File: config.mk
export PLATFORM = sky130hd
export DESIGN_NAME = watch_time_counter
export DESIGN_NICKNAME = d
export VERILOG_FILES = /design/src/rtl/watch_time_counter_pkg.sv /design/src/rtl/watch_time_counter_debounce.sv /design/src/rtl/watch_time_counter.sv
export SDC_FILE = /design/constraint.sdc
export NUM_CORES = 1
export LEC_CHECK = 0
export CAP_MARGIN = 10
export CORE_MARGIN = 1.5
export CORE_UTILIZATION = 40
export CTS_CLUSTER_DIAMETER = 40
export DETAILED_ROUTE_END_ITERATION = 7
export DONT_BUFFER_PORTS = 1
export PLACE_DENSITY = 0.52
export SKIP_CTS_REPAIR_TIMING = 1
export SYNTH_ARGS = -nofsm -noshare
export SYNTH_HDL_FRONTEND = slang
export SYNTH_SLANG_ARGS = --single-unit
File: constraint.sdc
create_clock -name clk -period 2.14 [get_ports clk]
set_clock_uncertainty 0.1 [all_clocks]
set_input_delay 0.535 -clock clk [delete_from_list [all_inputs] [get_ports clk]]
set_output_delay 0.535 -clock clk [all_outputs]
set_load 0.02 [all_outputs]
File: src/rtl/watch_time_counter_pkg.sv
// Shared watch encodings (set position, mode), BCD wrap constants and BCD helpers.
// Must stay in step with the encodings used by the clock/select block.
package watch_time_counter_pkg;

   localparam logic [2:0] POSITION_HOUR   = 3'b100;
   localparam logic [2:0] POSITION_MINUTE = 3'b010;
   localparam logic [2:0] POSITION_SECOND = 3'b001;
   localparam logic [2:0] POSITION_NONE   = 3'b000;

   localparam logic MODE_NORMAL  = 1'b0;
   localparam logic MODE_SETTING = 1'b1;

   localparam logic [7:0] BCD_WRAP_59 = 8'h59;

   typedef struct packed {
      logic [7:0] hour;
      logic [7:0] min;
      logic [7:0] sec;
   } watch_time_t;

   // Per-digit BCD increment; callers handle the full-byte wrap before this is used.
   function automatic logic [7:0] bcd_inc(input logic [7:0] v);
      if (v[3:0] == 4'd9)
         return {v[7:4] + 4'd1, 4'd0};
      else
         return {v[7:4], v[3:0] + 4'd1};
   endfunction

   function automatic logic [7:0] int_to_bcd(input int v);
      return {4'(v / 10), 4'(v % 10)};
   endfunction

endpackage

File: src/rtl/watch_time_counter_debounce.sv
// watch_debounce: 2-FF synchroniser, stable-sample counter and rising-edge pulse
// for a bouncing push-button. Reusable for any of the watch buttons.
module watch_debounce #(
   parameter int DEBOUNCE_CYCLES = 20000
) (
   input  logic clk,
   input  logic reset,
   input  logic i_raw,
   output logic o_level,
   output logic o_rise
);

   localparam int CNT_W = $clog2(DEBOUNCE_CYCLES + 1);

   logic [1:0]       r_sync;
   logic             r_level;
   logic             r_level_d;
   logic [CNT_W-1:0] r_cnt;

   // The counter only advances while the synced input disagrees with the accepted
   // level; any sample that agrees again restarts the stability window.
   always_ff @(posedge clk or negedge reset) begin
      if (!reset) begin
         r_sync    <= 2'b00;
         r_level   <= 1'b0;
         r_level_d <= 1'b0;
         r_cnt     <= '0;
      end else begin
         r_sync    <= {r_sync[0], i_raw};
         r_level_d <= r_level;
         if (r_sync[1] == r_level) begin
            r_cnt <= '0;
         end else if (r_cnt == CNT_W'(DEBOUNCE_CYCLES - 1)) begin
            r_level <= r_sync[1];
            r_cnt   <= '0;
         end else begin
            r_cnt <= r_cnt + 1'b1;
         end
      end
   end

   assign o_level = r_level;
   assign o_rise  = r_level & ~r_level_d;

endmodule

File: src/rtl/watch_time_counter.sv
// Watch timekeeping: HH:MM:SS packed-BCD counter with 1 Hz tick, setting mode and
// debounced increment. Optional field blinking is built when WATCH_BLINK_EN is defined.
module watch_time_counter
   import watch_time_counter_pkg::*;
#(
   parameter int DEBOUNCE_CYCLES = 20000,
   parameter int HOUR_MAX        = 23
) (
   input  logic       clk,
   input  logic       reset,
   input  logic       clk1hz_in,
   input  logic       clk2hz_in,
   input  logic       mode_in,
   input  logic [2:0] set_pos_in,
   input  logic       sw_inc,
   output logic [7:0] hour_bcd,
   output logic [7:0] min_bcd,
   output logic [7:0] sec_bcd,
   output logic [2:0] blank_out
);

   localparam logic [7:0] HOUR_WRAP = int_to_bcd(HOUR_MAX);

   logic [1:0]  r_1hz_s;
   logic        r_1hz_d;
   logic [1:0]  r_mode_s;
   logic [2:0]  r_pos_s1;
   logic [2:0]  r_pos_s2;
   watch_time_t r_time;

   logic        w_tick;
   logic        w_inc;
   logic        w_inc_level;
   logic        w_setting;
   watch_time_t w_time_nxt;

   always_ff @(posedge clk or negedge reset) begin
      if (!reset) begin
         r_1hz_s  <= 2'b00;
         r_1hz_d  <= 1'b0;
         r_mode_s <= 2'b00;
         r_pos_s1 <= 3'b000;
         r_pos_s2 <= 3'b000;
      end else begin
         r_1hz_s  <= {r_1hz_s[0], clk1hz_in};
         r_1hz_d  <= r_1hz_s[1];
         r_mode_s <= {r_mode_s[0], mode_in};
         r_pos_s1 <= set_pos_in;
         r_pos_s2 <= r_pos_s1;
      end
   end

   assign w_tick    = r_1hz_s[1] & ~r_1hz_d;
   assign w_setting = (r_mode_s[1] == MODE_SETTING);

   watch_debounce #(
      .DEBOUNCE_CYCLES(DEBOUNCE_CYCLES)
   ) u_inc_debounce (
      .clk    (clk),
      .reset  (reset),
      .i_raw  (sw_inc),
      .o_level(w_inc_level),
      .o_rise (w_inc)
   );

   // Normal mode ripples the carry through all three fields in one cycle;
   // setting mode bumps only the selected field and never carries.
   always_comb begin
      w_time_nxt = r_time;
      if (!w_setting) begin
         if (w_tick) begin
            if (r_time.sec == BCD_WRAP_59) begin
               w_time_nxt.sec = 8'h00;
               if (r_time.min == BCD_WRAP_59) begin
                  w_time_nxt.min  = 8'h00;
                  w_time_nxt.hour = (r_time.hour == HOUR_WRAP) ? 8'h00 : bcd_inc(r_time.hour);
               end else begin
                  w_time_nxt.min = bcd_inc(r_time.min);
               end
            end else begin
               w_time_nxt.sec = bcd_inc(r_time.sec);
            end
         end
      end else if (w_inc) begin
         case (r_pos_s2)
            POSITION_HOUR:
               w_time_nxt.hour = (r_time.hour == HOUR_WRAP) ? 8'h00 : bcd_inc(r_time.hour);
            POSITION_MINUTE:
               w_time_nxt.min = (r_time.min == BCD_WRAP_59) ? 8'h00 : bcd_inc(r_time.min);
            POSITION_SECOND:
               w_time_nxt.sec = (r_time.sec == BCD_WRAP_59) ? 8'h00 : bcd_inc(r_time.sec);
            POSITION_NONE: ;
            default: ;
         endcase
      end
   end

   always_ff @(posedge clk or negedge reset) begin
      if (!reset)
         r_time <= '0;
      else
         r_time <= w_time_nxt;
   end

   assign hour_bcd = r_time.hour;
   assign min_bcd  = r_time.min;
   assign sec_bcd  = r_time.sec;

`ifdef WATCH_BLINK_EN
   logic [1:0] r_2hz_s;
   logic [2:0] w_blank;

   always_ff @(posedge clk or negedge reset) begin
      if (!reset)
         r_2hz_s <= 2'b00;
      else
         r_2hz_s <= {r_2hz_s[0], clk2hz_in};
   end

   always_comb begin
      w_blank = 3'b000;
      if (w_setting) begin
         case (r_pos_s2)
            POSITION_HOUR, POSITION_MINUTE, POSITION_SECOND:
               w_blank = r_pos_s2 & {3{~r_2hz_s[1]}};
            default: w_blank = 3'b000;
         endcase
      end
   end

   assign blank_out = w_blank;
`else
   logic w_unused_clk2hz;
   assign w_unused_clk2hz = clk2hz_in ^ w_inc_level;
   assign blank_out       = 3'b000;
`endif

endmodule

==> metrics.cfg, run 1 <==
[layout]
drive_gt1_frac = 0.187
syn_to_final_growth_pct = 16.7
n_antenna_cell = 0
multi_input_area_mm2 = 0.00116
utilization = 0.482
fillers = 597
seq_area_mm2 = 0.00135
final_nets = 294

[cts]
clkSinkCount = 54
cts_tree = yes
ctsRootBufferMaster = clkbuf_8
ctsLongestPathBuffers = 2
cts_buffers = 5
path_clk_slew_ns = 0.10
htreeDepth = 2
worstSkewPairLatency_ns = 0.31

[global_route]
global_route.usage.met3 = 0.0307
antenna_found_initial = 0
grtUsageMet1 = 0.186
grtUsageMet2 = 0.244
grt_pass1_vias = 1813
gr-usage-all-layers = 0.144
grt_pass1_wl_um = 8290
busiest_layer = met2
grt_max_degree = 55
overflow = 0

[power_and_ir_drop]
ir_worst_vdd_uv = 384
p_per_area_mw_per_mm2 = 703
p_leak_nw = 1.36

[sta]
finalSetupTns_ns = 0
hold_viol = 0
rsz0062_at_grt = no
period_minus_slack_ns = 1.96
hold_ws_ns = 0.145
period_share = 0.917
layout_setup_ws_ns = 0.177
finalMaxSlewViolations = 0
fmax_ghz = 0.509
setup_viol = 0

[synth]
synth-seq-area-share = 0.518
synth_top_area_cell = dfrtp_1
syn_avg_cell_area_um2 = 10.8
syn_inst = 242
post-synth-top-area-fraction = 0.518
synth_cell_type_count = 46
synth-async-reset-ratio = 1.00
synthTopCellsByArea = dfrtp_1 52%, ha_1 6.2%, xnor2_1 4.0%
synth-seq-cells = 54
ys.flop_type = dfrtp_1
yosysWarnings = 0
synth-edff-count = 0
syn-cell-area_mm2 = 0.00261

[run_status]
status = complete, no violations

[placement]
dp_hpwl_um = 3260
portBuffers = 0
pre_cts_ws_ns = 0.152
gp_congestion = 0.762

[setup_path]
endpoint_kind = flip-flop
crit_required_ns = 2.29
start_kind = flip-flop
arrival_ns = 2.11
cp_max_fo = 14
crit_type = reg -> reg

[floorplan]
io_pins = 36
die_y_um = 83.7
die_w_um = 83.7
dieArea_mm2 = 0.00701
initial_core_util = 0.413
coreArea_mm2 = 0.00631
num_rows = 29

[route]
viasPerCell = 5.12
antenna_left = 0
drtIter0Drc = 86
vias = 1792
drc = 0
first_pass_iters = 4
routed_wl_um = 4740
avgRoutedWirePerCell_um = 13.6

[run]
cap_violations = 0

[hold_path]
hold_path_class = in -> reg

logic make-up (layout without fill, tap and decap cells):
| kind of cell | after synthesis | after routing | share of synthesized area |
|---|---|---|---|
| muxes | 6 | 6 | 0.0269 |
| DFF | 54 | 54 | 0.518 |
| AOI/OAI and AO/OA | 33 | 33 | 0.0868 |
| buffers and inverters | 26 | 55 | 0.0461 |
| and+or+nand+nor | 93 | 93 | 0.204 |
| other | 1 | 3 | 0.00144 |
| adders and majority gates | 13 | 13 | 0.0624 |
| xor gates and xnor gates | 16 | 16 | 0.0537 |
critical path: stages (launching register included):
cell     delay (ns)
dfrtp_1        0.38
inv_1          0.06
ha_1           0.18
and3b_1        0.25
a32oi_1        0.18
buf_12         0.19
or4b_1         0.49
nand3_1        0.09
through the flow:
step           instances  cell area (um2)  power (mW)
2_1_floorplan        244             2620        1.34
3_3_place_gp         340             2880        1.45
3_5_place_dp         340             2880        1.45
4_1_cts              348             2990        2.15
5_1_grt              350             3040        2.25
6_report             350             3040        2.14
area by class of cell:
cell class,instances,area share
clock buffer,6,0.0238
clock inverter,2,0.0123
inverter,17,0.0210
multi-input combinational,164,0.382
sequential,54,0.444
tap,77,0.0317
timing repair buffer,30,0.0855
synth_stat cells, drive strengths merged, types with 5 or more instances:
| cell | n |
|---|---|
| and3b | 5 |
| nand2 | 9 |
| xnor2 | 12 |
| inv | 17 |
| ha | 13 |
| mux2 | 5 |
| nor3 | 9 |
| nor4 | 5 |
| dfrtp | 54 |
| buf | 8 |
| nand4 | 5 |
| o31ai | 10 |
| nand3 | 11 |
| o21ai | 10 |
| nor2 | 24 |
per-layer routing:
layer | wire length [um] | vias to the layer above | part of all wire
li1 | - | 905 | -
met1 | 2220 | 861 | 0.47
met2 | 2310 | 21 | 0.49
met3 | 151 | 5 | 0.032
met4 | 53 | 0 | 0.011
met5 | 0 | - | 0
worst paths after layout:
| check | start | to | slack (ns) | depth (start not counted) |
|---|---|---|---|---|
| max | sec_bcd[1] | min_bcd[3] | 0.18 | 7 |
| max reg2reg | sec_bcd[1] | min_bcd[3] | 0.18 | 7 |
| min in group asynchronous | reset | min_bcd[6] | 0.63 | 2 |
| max in group asynchronous | reset | sec_bcd[0] | 1.07 | 2 |
| min reg2reg | r_1hz_s[0] | r_1hz_s[1] | 0.26 | 0 |
| min | set_pos_in[1] | r_pos_s1[1] | 0.14 | 0 |
flip-flops by register name, indices dropped and copies added (netlist names):
| signal | cells |
|---|---|
| hour_bcd | 8 |
| min_bcd | 8 |
| r_1hz_d | 1 |
| r_1hz_s | 2 |
| r_mode_s | 2 |
| r_pos_s1 | 3 |
| r_pos_s2 | 3 |
| sec_bcd | 8 |
| u_inc_debounce.o_level | 1 |
| u_inc_debounce.r_cnt | 15 |
| u_inc_debounce.r_level_d | 1 |
| u_inc_debounce.r_sync | 2 |
power by group:
part           total (mW)  switching [mW]  internal (mW)
clock network       0.687           0.337          0.350
logic               0.350           0.212          0.138
registers            1.10          0.0289           1.07
total                2.14           0.578           1.56
cells in the final DEF (no fill, tap or decap), types with 2 or more instances in the layout:
cell       n
nand2b_1   2
nor4bb_1   2
o31ai_1   10
nand2_1    9
nor4b_1    2
nor2b_1    3
o21ai_0   10
xor2_1     4
buf_4     27
clkbuf_8   5
nand3b_1   4
o41ai_1    4
conb_1     3
nor4_1     5
mux2_2     4
nand3_1   11
a31oi_2    2
inv_1     17
ha_1      13
nor3_1     8
and3b_1    4
a21oi_1    2
dfrtp_1   54
a21o_1     3
xnor2_1   12
nor2_1    24
nand4_1    5
Power figures use the tool's default switching activity.
==> run 2: changes to the inputs <==
--- a/config.mk
+++ b/config.mk
@@ -8,10 +8,12 @@
 export CAP_MARGIN = 10
 export CORE_MARGIN = 1.5
 export CORE_UTILIZATION = 40
+export CTS_BUF_LIST = sky130_fd_sc_hd__clkbuf_16
 export CTS_CLUSTER_DIAMETER = 40
 export DETAILED_ROUTE_END_ITERATION = 7
 export DONT_BUFFER_PORTS = 1
 export PLACE_DENSITY = 0.52
+export SETUP_SLACK_MARGIN = 0.3
 export SKIP_CTS_REPAIR_TIMING = 1
 export SYNTH_ARGS = -nofsm -noshare
 export SYNTH_HDL_FRONTEND = slang
==> run 2 against run 1 <==
- the flow now finishes with violations (negative hold slack)
- clock power grew 31%
- final cell count up 0.29%
- global-route usage rose by 0.22 points
- sequential share of layout area down 1.8 points
==> metrics.cfg, run 2 (same netlist as run 1, synthesis figures left out) <==
[setup_path]
worst_path_max_delay_cell = or4_4
crit_required_ns = 2.21
startpoint = u_inc_debounce.r_cnt[5]
worstPathCellList = or4_4 -> or4_4 -> mux2_4
cp_max_fo = 2
critPathMaxStageDelay_ns = 0.54
start_kind = flip-flop
endpoint_kind = flip-flop
r2r_start = u_inc_debounce.r_cnt[5]
cpMostUsedCell = or4_4
arrival_ns = 2.00
crit_type = reg -> reg

[cts]
cts_tree = yes
htreeDepth = 2
cts_buffers = 5
ctsLongestPathBuffers = 2
clkSinkCount = 54
worstSkewPairLatency_ns = 0.28
ctsRootBufferMaster = clkbuf_16
path_clk_slew_ns = 0.07

[global_route]
overflow = 0
gr-usage-all-layers = 0.147
antenna_found_initial = 0
grt_max_degree = 55
grt_pass1_wl_um = 8370
grt_pass1_vias = 1841

[route]
drc = 0
viasPerCell = 5.21
routed_wl_um = 4950
drtIter0Drc = 76
vias = 1827
avgRoutedWirePerCell_um = 14.1
antenna_left = 0
first_pass_iters = 4

[sta]
period_minus_slack_ns = 1.92
setup_viol = 0
finalSetupTns_ns = 0
rsz0062_at_grt = yes
period_share = 0.898
finalMaxSlewViolations = 0
hold_ws_ns = -0.158
fmax_ghz = 0.520
hold_viol = 54

[run]
cap_violations = 0

[power_and_ir_drop]
p_per_area_mw_per_mm2 = 745
intPower_mw = 1.78
switching_share = 0.252
p_sw_uw = 600
ir_worst_vdd_uv = 460
p_total_mw = 2.38
power_frac_clock = 0.377
p_seq_frac = 0.471
p_comb_frac = 0.152
p_leak_nw = 1.39

[floorplan]
initial_core_util = 0.413
coreArea_mm2 = 0.00631
die_w_um = 83.7
dieArea_mm2 = 0.00701
die_y_um = 83.7
num_rows = 29
io_pins = 36

[layout]
layout_common_cells = 47 x dfrtp_1, 30 x buf_4, 24 x nor2_1
largest_reg_flops = 15
top_register = u_inc_debounce.r_cnt
multi_input_area_mm2 = 0.00127
seq_area_mm2 = 0.00136
n_antenna_cell = 0
syn_to_final_growth_pct = 22.5
layout.cells.most_common = dfrtp_1
drive_gt1_frac = 0.259
fillers = 598
final_nets = 295

[run_status]
violations = negative hold slack
status = finished with violations

[placement]
dp_hpwl_um = 3360
portBuffers = 0
gp_congestion = 0.789

[hold_path]
hold_path_class = in -> async

[run 2: changes by cell type in the layout (fill, tap and decap cells not counted), moves of 2 or more]
| cell | change |
|---|---|
| clkbuf_8 | -5 |
| clkbuf_16 | +5 |
| a31oi_2 | -2 |
| or2_4 | +2 |
| ha_4 | +2 |
| dfrtp_1 | -7 |
| buf_4 | +3 |
| a31oi_4 | +2 |
| inv_2 | +2 |
| dfrtp_2 | +7 |
| ha_1 | -2 |
[run 2: power by group through the flow]
stage          Combinational (mW)  Sequential (mW)  Clock [mW]
6_report                    0.363             1.12       0.897
5_1_grt                     0.403             1.13       0.968
4_1_cts                     0.339             1.11       0.935
3_5_place_dp                0.337             1.13           0
3_3_place_gp                0.332             1.13           0
2_1_floorplan               0.163             1.20           0
[run 2: worst paths after layout]
| check | cells after the start | endpoint | slack (ns) |
|---|---|---|---|
| max | 3 | u_inc_debounce.o_level | 0.22 |
| min | 0 | hour_bcd[3] | -0.16 |
| max reg2reg | 3 | u_inc_debounce.o_level | 0.22 |
| min reg2reg | 0 | r_pos_s2[0] | 0.25 |
| max in group asynchronous | 0 | min_bcd[0] | 1.99 |
| min in group clk | 0 | u_inc_debounce.r_sync[0] | 0.17 |
[run 2: per-layer routing]
metal  vias up  wire length [um]  GRT usage  share of wire
li1        908                 -          -              -
met1       882              2330      0.187           0.47
met2        32              2350      0.243           0.47
met3         5               222     0.0415          0.045
met4         0                48     0.0432         0.0097
met5         -                 0          0              0
[run 2: critical path: cells and delay by family, from the launching register on]
| family | cells | cell delay [ns] |
|---|---|---|
| mux | 1 | 0.31 |
| flops | 1 | 0.40 |
| simple gates | 2 | 1.00 |
[run 2: metrics by stage]
stage               instance area, um2  hold WS (ns)  utilization  setup WS [ns]  instances
finish                            3190        -0.158        0.506          0.217        351
global route                      3190        -0.179        0.506          0.180        351
CTS                               3080        -0.172        0.488          0.122        346
detailed placement                2920         0.141        0.462          0.137        338
global placement                  2920         0.141        0.462          0.150        338
floorplan                         2690         0.139            -          0.264        244
[run 2: final cells by class]
type                    count  share of cell area
inverters                  17              0.0200
clock inverters             3              0.0129
flip-flops and latches     54               0.426
repair buffers             31              0.0740
multi-input cells         164               0.398
well taps                  77              0.0302
clock buffers               5              0.0392
==> run 3: changes to the inputs <==
--- a/config.mk
+++ b/config.mk
@@ -6,13 +6,15 @@
 export NUM_CORES = 1
 export LEC_CHECK = 0
 export CAP_MARGIN = 10
+export CELL_PAD_IN_SITES_DETAIL_PLACEMENT = 0
+export CELL_PAD_IN_SITES_GLOBAL_PLACEMENT = 1
 export CORE_MARGIN = 1.5
 export CORE_UTILIZATION = 40
 export CTS_BUF_LIST = sky130_fd_sc_hd__clkbuf_16
 export CTS_CLUSTER_DIAMETER = 40
 export DETAILED_ROUTE_END_ITERATION = 7
 export DONT_BUFFER_PORTS = 1
-export PLACE_DENSITY = 0.52
+export PLACE_DENSITY = 0.64
 export SETUP_SLACK_MARGIN = 0.3
 export SKIP_CTS_REPAIR_TIMING = 1
 export SYNTH_ARGS = -nofsm -noshare
==> run 3 against run 2 <==
- the flow still finishes with violations (negative hold slack)
- sequential cell count unchanged
- clock power up 4.9%
- worst setup slack better by 0.0078 ns
- non-clock buffer count up 4
- sequential power about the same
- sequential share of layout area down 1.2 points
- hold slack worse by 0.0091 ns
- via count up 1.8%
- critical endpoint unchanged
- largest cell class unchanged
- largest power group unchanged
==> metrics.cfg, run 3 (same netlist as run 1, synthesis figures left out) <==
[cts]
worstSkewPairLatency_ns = 0.29
cts_buffers = 5
ctsRootBufferMaster = clkbuf_16
path_clk_slew_ns = 0.07
htreeDepth = 2
ctsLongestPathBuffers = 2
cts_tree = yes
clkSinkCount = 54

[placement]
dp.cells = 339
dpl_cell_area_mm2 = 0.00292
portBuffers = 0
gp_congestion = 0.722
dp_hpwl_um = 3300

[power_and_ir_drop]
ir_worst_vdd_uv = 615
p_leak_nw = 1.41
p_total_mw = 2.43
p_per_area_mw_per_mm2 = 738

[route]
drtIter0Drc = 47
drc = 0
viasPerCell = 5.22
wl_met2_um = 2270
top_layer = met4
first_pass_iters = 4
routed_wl_um = 4950
wl_met3_um = 234
avgRoutedWirePerCell_um = 13.9
vias = 1860
antenna_left = 0
wl_met1_um = 2370

[setup_path]
cp_num_buf_inv = 0
worstPathCellList = or4_4 -> or4_4 -> mux2_4
crit_required_ns = 2.22
start_kind = flip-flop
worst_path_max_delay_cell = or4_4
critical-path-top-delay-family = simple AND/OR/NAND/NOR gates
cp_max_fo = 3
worstRegToRegCells = 3
r2r_slack_ns = 0.23
critPathMaxStageDelay_ns = 0.53
r2r_start = u_inc_debounce.r_cnt[5]
crit_type = reg -> reg
worstReg2RegEnd = u_inc_debounce.o_level
cpMostUsedCell = or4_4
arrival_ns = 1.99
endpoint_kind = flip-flop

[run_status]
violations = negative hold slack
status = finished with violations

[sta]
period_minus_slack_ns = 1.91
fmax_ghz = 0.522
hold_viol = 54
finalSetupTns_ns = 0
period_share = 0.895
hold_ws_ns = -0.167
finalMaxSlewViolations = 0
setup_viol = 0
rsz0062_at_grt = yes

[hold_path]
hold_path_class = in -> async

[layout]
finalNonFillerCells = 356
layout.cells.most_common = dfrtp_1
drive_gt1_frac = 0.315
layout_common_cells = 45 x dfrtp_1, 33 x buf_4, 19 x nor2_1
seq_area_mm2 = 0.00136
multi_input_area_mm2 = 0.00133
top_register = u_inc_debounce.r_cnt
syn_to_final_growth_pct = 26.2
utilization = 0.521
fillers = 584
final_nets = 300
n_antenna_cell = 0
fin_area_mm2 = 0.00329
largest_reg_flops = 15

[global_route]
grt_pass1_vias = 1768
grt_max_degree = 55
overflow = 0
antenna_found_initial = 0
grt_pass1_wl_um = 8410
gr-usage-all-layers = 0.149

[floorplan]
dieArea_mm2 = 0.00701
coreArea_mm2 = 0.00631
die_w_um = 83.7
num_rows = 29
initial_core_util = 0.413
io_pins = 36
die_y_um = 83.7

[run]
cap_violations = 0

-- run 3: changes by cell type in the layout (fill, tap and decap cells not counted), sizes merged --
cell and change:
clkinv +1, clkinvlp -1, nand2b +1, buf +4
-- run 3: final cells by class --
type | count | share of cell area
Clock inverter | 3 | 0.0144
Inverter | 17 | 0.0194
Tap cell | 77 | 0.0293
Sequential cell | 54 | 0.414
Clock buffer | 5 | 0.0380
Multi-Input combinational cell | 165 | 0.403
Timing Repair Buffer | 35 | 0.0821
-- run 3: worst max path at each step --
stage                                  from                        to  slack (ns)  cells after the start
finish              u_inc_debounce.r_cnt[5]    u_inc_debounce.o_level        0.23                      3
CTS                 u_inc_debounce.r_cnt[7]  u_inc_debounce.r_cnt[14]        0.15                      4
global placement    u_inc_debounce.r_cnt[7]   u_inc_debounce.r_cnt[5]        0.18                      4
floorplan           u_inc_debounce.r_cnt[5]    u_inc_debounce.o_level        0.26                      3
global route        u_inc_debounce.r_cnt[5]    u_inc_debounce.o_level        0.19                      3
detailed placement  u_inc_debounce.r_cnt[7]   u_inc_debounce.r_cnt[8]        0.17                      4
-- run 3: per-layer routing --
| metal | GRT usage | vias to the layer above |
|---|---|---|
| met5 | 0 | - |
| met4 | 0.0492 | 0 |
| met2 | 0.231 | 32 |
| li1 | - | 927 |
| met1 | 0.203 | 894 |
| met3 | 0.0415 | 7 |
-- run 3: stage by stage --
| step | worst slack (ns) | hold slack (ns) |
|---|---|---|
| floorplan | 0.264 | 0.139 |
| global placement | 0.175 | 0.141 |
| detailed placement | 0.173 | 0.141 |
| CTS | 0.155 | -0.177 |
| global route | 0.192 | -0.184 |
| finish | 0.225 | -0.167 |
-- run 3: power breakdown --
| group | total [mW] | internal (mW) | switching (mW) | leakage (nW) |
|---|---|---|---|---|
| combinational | 0.368 | 0.160 | 0.208 | 0.628 |
| clock | 0.941 | 0.559 | 0.382 | 0.0844 |
| sequential | 1.12 | 1.08 | 0.0386 | 0.700 |
-- run 3: worst register-to-register path: cells and delay by family, from the launching register on --
kind | cells | cell delay, ns
mux | 1 | 0.31
flops | 1 | 0.39
simple gates | 2 | 1.00
